==> src/rtl/tdc_meas_ctrl.sv <==
// rtl/tdc_meas_ctrl.sv - TDC start/stop interval measurement controller
// Counts coarse clk1_out cycles between start and stop hits and merges in the fine codes.
module tdc_meas_ctrl #(
    parameter int COARSE_W     = 16,
    parameter int FINE_W       = 7,
    parameter int BINS_PER_CLK = 100,
    parameter int TIMEOUT_CYC  = 1000,
    parameter int AUTO_REARM   = 0,
    parameter int RES_W        = COARSE_W + FINE_W
) (
    input  logic              clk1_out,
    input  logic              rst_and_lock,
    input  logic              arm,
    input  logic              abort,
    input  logic              start_vld,
    input  logic [FINE_W-1:0] start_fine,
    input  logic              stop_vld,
    input  logic [FINE_W-1:0] stop_fine,
    output logic              res_valid,
    input  logic              res_ready,
    output logic [RES_W-1:0]  res_interval,
    output logic              res_timeout,
    output logic              res_err,
    output logic              busy,
    output logic [15:0]       meas_cnt
);

    typedef enum logic [2:0] {
        S_IDLE,
        S_ARMED,
        S_RUN,
        S_CALC,
        S_DONE
    } state_t;

    localparam logic [COARSE_W-1:0] TIMEOUT_VAL = COARSE_W'(TIMEOUT_CYC);
    localparam logic [FINE_W-1:0]   FINE_MAX    = FINE_W'(BINS_PER_CLK - 1);
    localparam logic [RES_W-1:0]    BINS_RES    = RES_W'(BINS_PER_CLK);

    state_t              state;
    state_t              state_nxt;
    logic                handshake;
    logic [COARSE_W-1:0] coarse;
    logic [COARSE_W-1:0] coarse_inc;
    logic [FINE_W-1:0]   start_lat;
    logic [FINE_W-1:0]   stop_lat;
    logic [FINE_W-1:0]   start_c;
    logic [FINE_W-1:0]   stop_c;
    logic                to_flag;
    logic [RES_W-1:0]    interval_sum;
    logic [RES_W-1:0]    interval_r;
    logic                timeout_r;
    logic                err_r;
    logic [15:0]         cnt_r;

    assign coarse_inc = coarse + COARSE_W'(1);

    always_comb begin
        state_nxt = state;
        handshake = 1'b0;
        if (abort) begin
            state_nxt = S_IDLE;
        end else begin
            case (state)
                S_IDLE: begin
                    if (arm) state_nxt = S_ARMED;
                end
                S_ARMED: begin
                    if (start_vld) state_nxt = stop_vld ? S_CALC : S_RUN;
                end
                S_RUN: begin
                    if (stop_vld || coarse_inc == TIMEOUT_VAL) state_nxt = S_CALC;
                end
                S_CALC: begin
                    state_nxt = S_DONE;
                end
                S_DONE: begin
                    if (res_ready) begin
                        handshake = 1'b1;
                        state_nxt = (AUTO_REARM != 0) ? S_ARMED : S_IDLE;
                    end
                end
                default: state_nxt = S_IDLE;
            endcase
        end
    end

    // Out-of-range fine codes are treated as the last bin of the period.
    always_comb begin
        start_c      = (start_lat > FINE_MAX) ? FINE_MAX : start_lat;
        stop_c       = (stop_lat > FINE_MAX) ? FINE_MAX : stop_lat;
        interval_sum = RES_W'(coarse) * BINS_RES + RES_W'(start_c) - RES_W'(stop_c);
    end

    always_ff @(posedge clk1_out or negedge rst_and_lock) begin
        if (!rst_and_lock) begin
            state      <= S_IDLE;
            coarse     <= '0;
            start_lat  <= '0;
            stop_lat   <= '0;
            to_flag    <= 1'b0;
            interval_r <= '0;
            timeout_r  <= 1'b0;
            err_r      <= 1'b0;
            cnt_r      <= '0;
        end else begin
            state <= state_nxt;
            if (handshake) cnt_r <= cnt_r + 16'd1;
            case (state)
                S_ARMED: begin
                    if (start_vld) begin
                        start_lat <= start_fine;
                        coarse    <= '0;
                        to_flag   <= 1'b0;
                        if (stop_vld) stop_lat <= stop_fine;
                    end
                end
                S_RUN: begin
                    // coarse_inc is the cycle count as seen by a stop arriving now.
                    coarse <= coarse_inc;
                    if (stop_vld) stop_lat <= stop_fine;
                    else if (coarse_inc == TIMEOUT_VAL) to_flag <= 1'b1;
                end
                S_CALC: begin
                    if (to_flag) begin
                        interval_r <= '1;
                        timeout_r  <= 1'b1;
                        err_r      <= 1'b0;
                    end else if (coarse == '0 && start_c < stop_c) begin
                        interval_r <= '0;
                        timeout_r  <= 1'b0;
                        err_r      <= 1'b1;
                    end else begin
                        interval_r <= interval_sum;
                        timeout_r  <= 1'b0;
                        err_r      <= 1'b0;
                    end
                end
                default: ;
            endcase
        end
    end

    assign res_valid    = (state == S_DONE);
    assign busy         = (state != S_IDLE);
    assign res_interval = interval_r;
    assign res_timeout  = timeout_r;
    assign res_err      = err_r;
    assign meas_cnt     = cnt_r;

endmodule

==> config.mk <==
export PLATFORM = sky130hd
export DESIGN_NAME = tdc_meas_ctrl
export DESIGN_NICKNAME = d
export VERILOG_FILES = /design/src/rtl/tdc_meas_ctrl.sv
export SDC_FILE = /design/constraint.sdc
export NUM_CORES = 1
export LEC_CHECK = 0
export CAP_MARGIN = 20
export CORE_UTILIZATION = 40
export CTS_BUF_LIST = sky130_fd_sc_hd__clkbuf_8
export DETAILED_ROUTE_END_ITERATION = 10
export SETUP_SLACK_MARGIN = 0.4
export SLEW_MARGIN = 20
export SYNTH_ARGS = -nofsm -noshare
export SYNTH_HDL_FRONTEND = slang
export SYNTH_SLANG_ARGS = --single-unit
==> constraint.sdc <==
create_clock -name clk1_out -period 4.61 [get_ports clk1_out]
set_input_delay 0.922 -clock clk1_out [delete_from_list [all_inputs] [get_ports clk1_out]]
set_output_delay 0.922 -clock clk1_out [all_outputs]
set_load 0.02 [all_outputs]
==> impl_results.md, run 1 <==
- CTS H-tree lvls: 3
- Synth unique cells: 72
- Antenna diode count: 0
- Max Slew Vio Count: 0
- Max Root-Sink Buffers: 2
- Num CTS Buffers: 9
- # setup viols final: 1
- MaxCap Viol Count: 0
- Average wire per standard cell: 14.73 um
- Worst-skew pair later-pin latency: 380 ps
- Final std cells w/o fill: 1105
- Ratio of cells with drive above 1 in the final layout: 0.2677
- Pwr Density: 517.2 mW/mm2
- Largest cells by area after synthesis: dfrtp_1, ha_1, inv_1
- Worst hold-check path type: flop to flop
- Final net count: 1011
- Fin Clk Skew: 14.26 ps
- Worst hold endpoint: meas_cnt[15]
- CTS sink count: 75
- Number of cells after detailed placement: 1053
- Worst-path clk slew: 100 ps
- Post-synth EDFFs: 0
- Setup ws final: -54.61 ps
- Relative slew slack: 0.4722
- Arrival time at the worst endpoint: 4910 ps
- Hold Fails Final Rpt: 0
- Critical R2R Launch: coarse[3]
- Area leader, netlist: dfrtp_1
- WL final: 16.27 mm
- YS warnings: 0
- RSZ-0062 raised after global routing: yes
- Tot Pwr: 0.004641 W
- CP required: 4850 ps
- Failing checks: negative setup slack
- CTS tree: done
- Tot GR Track Use: 0.2017
- Startpoint Class: flop
- Die Width: 130.5 um
- Worst reg2reg setup slack: -50 ps
- GRT overflow: 0
- Detail Route Antenna Nets: 0
- Die area: 0.01702 mm2
- Worst Tran Pin Value: 784.4 ps
- Clock tree root buffer cell: clkbuf_8
- Post-Route Setup TNS: -54.61 ps
- Synth Cell Area: 0.006600 mm2
- 1st-iter DRT viols: 260
- P_leak: 4.167 nW
- FFs w/ async S/R, synth: 1.000
- Layout area overhead: 35.96%
- Synth Area per Inst: 8.907 um2
- Final Wtd Congestion: 0.8532
- Filler cells: 1452
- Synth top area share: 0.2844
- I/O Buffers: 63
- Rows: 46
- Synth Instances: 741
- Hpwl dp: 11.99 mm
- Sequential share of the synthesized area: 0.2844
- DR vias: 5758
- Minimum clock period: 4665 ps
- First-pass detailed-route iteration total: 4
- Number of global-route vias before repair: 5828
- R2r worst-path depth: 22
- Die height: 130.5 um
- CP endpoint kind: flop
- Final period util: 1.012
- Pin count of the biggest net entering global routing: 76
- Drc violations: 0
- Max VDD drop: 350.6 uV
- Synth Flop Type: dfrtp_1
- Maximum clock rate: 214.4 MHz
- Worst R2R End: res_interval[22]
- CP startpoint: coarse[3]
- Core Region: 0.01600 mm2
- Status: finished with violations
- First-pass GRT wire length: 27.19 mm
- DR vias/cell: 5.211
- Initial core utilization: 0.4125
- Hold path start: meas_cnt[15]
- Ports: 64
- Hold-fix buffers at CTS: 0
- Pre-CTS setup slack: -149.1 ps
- Crit path kind: flop to flop
- Hold depth: 1
- Worst-path fanout max: 4
- Post-synth net total: 868
- Initial antenna violation count: 0
- Yosys reg bits: 75
==> routing by layer <==
layer | vias to the layer above | wire [um] | global-route usage | share of wire
met2 | 96 | 7909 | 0.3482 | 0.49
met1 | 2779 | 7527 | 0.2580 | 0.46
met3 | 20 | 538 | 0.02565 | 0.033
met5 | - | 0 | 0 | 0
li1 | 2863 | - | - | -
met4 | 0 | 296 | 0.07573 | 0.018
==> worst max-delay path: stages, from the launching register on <==
cell,delay [ps]
dfrtp_2,460
buf_6,130
inv_4,50
ha_4,190
ha_4,230
fa_1,520
ha_4,210
o21ai_2,170
o21bai_1,140
a21oi_2,200
xnor2_2,150
inv_2,60
ha_4,270
or2_4,120
o31a_1,170
a21oi_2,90
o31ai_4,290
or3b_1,390
o22ai_2,170
o221ai_2,150
o21ai_2,160
xnor2_1,120
o21ai_1,80
==> flip-flops by register name, summed over array words and instances (netlist names) <==
register      cells
meas_cnt         16
stop_lat          7
res_interval     23
state             3
res_err           1
start_lat         7
coarse           16
to_flag           1
res_timeout       1
==> final cells by class <==
cell class / count / area [um2] / area share
Inverter: 98 / 375.4 / 0.04183
Clock inverter: 7 / 83.83 / 0.009342
Multi-Input combinational cell: 550 / 4941 / 0.5506
Clock buffer: 9 / 123.9 / 0.01380
Tap cell: 216 / 270.3 / 0.03012
Timing Repair Buffer: 150 / 1296 / 0.1445
Sequential cell: 75 / 1883 / 0.2098
==> layout by cell type, fill, tap and decap left out, types with 8 or more instances in the layout <==
cell type | netlist | routed
a21o_1 | 11 | 11
a21oi_1 | 53 | 45
a21oi_2 | 2 | 10
a31oi_1 | 11 | 9
and3_1 | 8 | 8
buf_4 | 1 | 84
clkbuf_8 | 0 | 9
clkdlybuf4s50_1 | 0 | 62
dfrtp_1 | 75 | 70
fa_1 | 17 | 16
ha_1 | 89 | 61
ha_4 | 0 | 24
inv_1 | 97 | 84
inv_2 | 0 | 12
mux2_2 | 14 | 14
nand2_1 | 39 | 38
nand3_1 | 21 | 18
nor2_1 | 45 | 42
nor3_1 | 16 | 15
o21a_1 | 9 | 9
o21ai_0 | 56 | 51
xnor2_1 | 35 | 28
xor2_1 | 17 | 16
==> cell usage after synthesis, types with 3 or more instances <==
master	instances
a211oi_2	4
nor2_1	45
buf_6	3
xnor2_1	35
a221o_1	3
nand3_1	21
o21a_1	9
nor3_1	16
o21ai_1	7
mux2_2	14
clkbuf_1	13
nor3b_1	3
a21oi_1	53
and3_1	8
or2_2	4
dfrtp_1	75
inv_1	97
nor4_1	3
and4_1	3
fa_1	17
o31ai_1	4
nand3b_1	4
nand2b_1	6
nand2_1	39
a31oi_1	11
a21o_1	11
o21bai_1	3
or3_1	6
ha_1	89
xor2_1	17
nand4_1	6
o211ai_1	3
nor2b_1	4
o21ai_0	56
==> through the flow <==
stage	area (um2)	hold slack [ps]	utilization
3_5_place_dp	7946	468.8	0.4966
5_1_grt	8974	494.3	0.5608
2_1_floorplan	6759	471.4	-
4_1_cts	8610	487.5	0.5381
6_report	8974	479.7	0.5608
3_3_place_gp	7946	458.5	0.4966
==> worst max-delay path by stage <==
stage / endpoint / depth (start not counted)
2_1_floorplan: res_interval[22] / 21
3_3_place_gp: res_interval[22] / 21
3_5_place_dp: res_interval[22] / 21
4_1_cts: res_interval[22] / 21
5_1_grt: res_interval[22] / 24
6_report: res_interval[22] / 22
==> what timing repair did <==
item,in CTS,in global routing
pin swaps,15,39
setup endpoints to repair,8,10
buffers inserted,16,19
resized for setup,56,44
==> where the power goes <==
group | leakage [nW] | switching, W | internal [W]
sequential | 0.974 | 0.000114 | 0.000814
clock | 0.102 | 0.000290 | 0.000259
combinational | 3.09 | 0.00154 | 0.00162
==> logic make-up (layout without fill, tap and decap cells) <==
logic type / count (synthesis) / after routing / share of synthesized area
compound gates: 193 / 193 / 0.1854
simple gates: 184 / 184 / 0.1446
buf+inv: 116 / 264 / 0.07071
fa+ha+maj: 106 / 106 / 0.2203
flops: 75 / 75 / 0.2844
xor+xnor: 52 / 52 / 0.06900
mux: 15 / 15 / 0.02559
Note: power is estimated with default switching activity, not from simulation.
==> run 2, diff against run 1 <==
CORE_UTILIZATION = 29   (was 40)
==> run 2 against run 1 <==
Compared with the run above: first-iteration DRC count rose by 0.38%; cell area decreased by 0.24%; utilization fell by 16 points; total power is essentially flat; sequential share of layout area about the same; register-to-register slack improved by 60 ps; maximum frequency rose by 1.2%; clock skew fell by 2.2 ps; worst setup slack better by 56 ps; global-route usage fell by 5.9 points; sequential power is essentially flat; non-clock buffer count fell by 6; critical endpoint unchanged; the flow now finishes without violations; highest routed layer unchanged.
==> impl_results.md, run 2 (synthesis results as in run 1) <==
- Status: finished, final reports clean
- Die height: 152.9 um
- Ratio of cells with drive above 1 in the final layout: 0.2469
- CP dominant cell by count: ha_4
- Antenna diode count: 0
- Pre-CTS setup slack: -121.0 ps
- CTS tree: done
- Max Slew Vio Count: 0
- Die area: 0.02337 mm2
- Number of global-route vias before repair: 5665
- Worst Tran Pin Value: 759.1 ps
- CP max-delay cell: fa_1
- Pwr Density: 518.2 mW/mm2
- # setup viols final: 0
- GRT overflow: 0
- Max incr delay on CP: 500 ps
- DR vias/cell: 4.940
- First-pass detailed-route iteration total: 4
- Startpoint Class: flop
- Relative slew slack: 0.4892
- Worst-skew pair later-pin latency: 390 ps
- Number of cells after detailed placement: 1121
- P_leak: 4.114 nW
- Max reg flops: 23
- Layout area overhead: 35.64%
- 1st-iter DRT viols: 261
- Max Root-Sink Buffers: 2
- Filler cells: 2145
- Final std cells w/o fill: 1163
- RSZ-0062 raised after global routing: yes
- Hpwl dp: 11.87 mm
- Hold Fails Final Rpt: 0
- Pin count of the biggest net entering global routing: 76
- Final net count: 1005
- Initial core utilization: 0.2987
- MaxCap Viol Count: 0
- Commonest non-fill, non-tap cell in the layout: inv_1
- Initial antenna violation count: 0
- Ports: 64
- Num CTS Buffers: 9
- CP endpoint kind: flop
- CTS H-tree lvls: 3
- WL final: 16.18 mm
- Worst-path clk slew: 100 ps
- Tot GR Track Use: 0.1431
- Drc violations: 0
- Die Width: 152.9 um
- DR vias: 5745
- Setup ws final: 1.465 ps
- Worst hold-check path type: flop to flop
- CP required: 4870 ps
- CTS sink count: 75
- Core Region: 0.02209 mm2
- I/O Buffers: 63
- Minimum clock period: 4609 ps
- Crit path kind: flop to flop
- Rows: 54
- Final Wtd Congestion: 0.7494
- Fin Clk Skew: 12.05 ps
- First-pass GRT wire length: 27.32 mm
- Final period util: 0.9997
- Average wire per standard cell: 13.91 um
- Arrival time at the worst endpoint: 4870 ps
- Maximum clock rate: 217.0 MHz
- Cells along the critical path: inv_2 > ha_4 > ha_4 > fa_1 > ha_4 > a211oi_4 > o21bai_1 > a21oi_1 > xnor2_1 > inv_1 > ha_4 > a211o_1 > a2111oi_2 > a21boi_4 > o31ai_4 > or3b_1 > o22ai_2 > o221ai_2 > o21ai_2 > xnor2_1 > o21ai_1
- Worst-path fanout max: 5
- Max VDD drop: 272.6 uV
- Detail Route Antenna Nets: 0
- Clock tree root buffer cell: clkbuf_8
- Most frequent cells in the layout: inv_1, buf_4, dfrtp_1
[run 2: cell types whose count changed in the layout (fill, tap and decap cells not counted), moves of 3 or more]
cell,previous run,this run
a21oi_1,45,48
a21oi_2,10,7
buf_4,84,79
inv_1,84,89
inv_2,12,8
nor2_2,2,5
xnor2_1,28,31
xnor2_2,7,4
[run 2: final cells by class]
| type | count | area (um2) | share of cell area |
|---|---|---|---|
| multi-input combinational | 550 | 4880 | 0.5451 |
| sequential | 75 | 1883 | 0.2103 |
| timing repair buffer | 144 | 1247 | 0.1393 |
| inverter | 98 | 372.9 | 0.04165 |
| tap | 280 | 350.3 | 0.03913 |
| clock buffer | 9 | 123.9 | 0.01384 |
| clock inverter | 7 | 95.09 | 0.01062 |
[run 2: per-layer routing]
layer / wire length (um) / global-route usage / vias up / part of all wire
met5: 0 / 0 / - / 0
met2: 7615 / 0.2379 / 102 / 0.47
met4: 210 / 0.04089 / 0 / 0.013
li1: - / - / 2850 / -
met1: 7837 / 0.1910 / 2778 / 0.48
met3: 514 / 0.02325 / 15 / 0.032
[run 2: final timing paths]
kind / slack (ps) / to / cells past startpoint / startpoint
min: 480 / meas_cnt[15] / 1 / meas_cnt[15]
max: 1 / res_interval[22] / 21 / coarse[3]
max reg2reg: 1 / res_interval[22] / 21 / coarse[3]
min in group asynchronous: 560 / meas_cnt[7] / 1 / rst_and_lock
min reg2reg: 480 / meas_cnt[15] / 1 / meas_cnt[15]
max in group asynchronous: 3540 / coarse[2] / 1 / rst_and_lock
[run 2: through the flow]
step           setup TNS [ps]  total power (W)  area [um2]    util  hold WS [ps]
2_1_floorplan               0         0.002863        6759       -         471.4
3_3_place_gp                0         0.003684        8056  0.3647         461.1
3_5_place_dp           -158.7         0.003700        8056  0.3647         470.1
4_1_cts                     0         0.004493        8648  0.3914         488.4
5_1_grt                -592.0         0.005054        8952  0.4052         516.9
6_report                    0         0.004639        8952  0.4052         484.9
[run 2: where the power goes]
part	internal, W	switching (W)
combinational	0.00160	0.00153
clock	0.000266	0.000319
sequential	0.000814	0.000117
[run 2: what timing repair did]
item,4_1_cts,5_1_grt
setup buffers,14,12
gates resized for setup,44,37
endpoints found under the hold margin,0,0
hold buffers,0,0
pin swaps,33,27
setup endpoints to repair,8,9
[run 2: worst max-delay path, delay by kind of cell (launching register included)]
family          cells  cell delay [ps]
compound gates     11             1700
fa+ha+maj           5             1440
flops               1              470
simple gates        1              390
xor+xnor            2              300
buf+inv             2              200
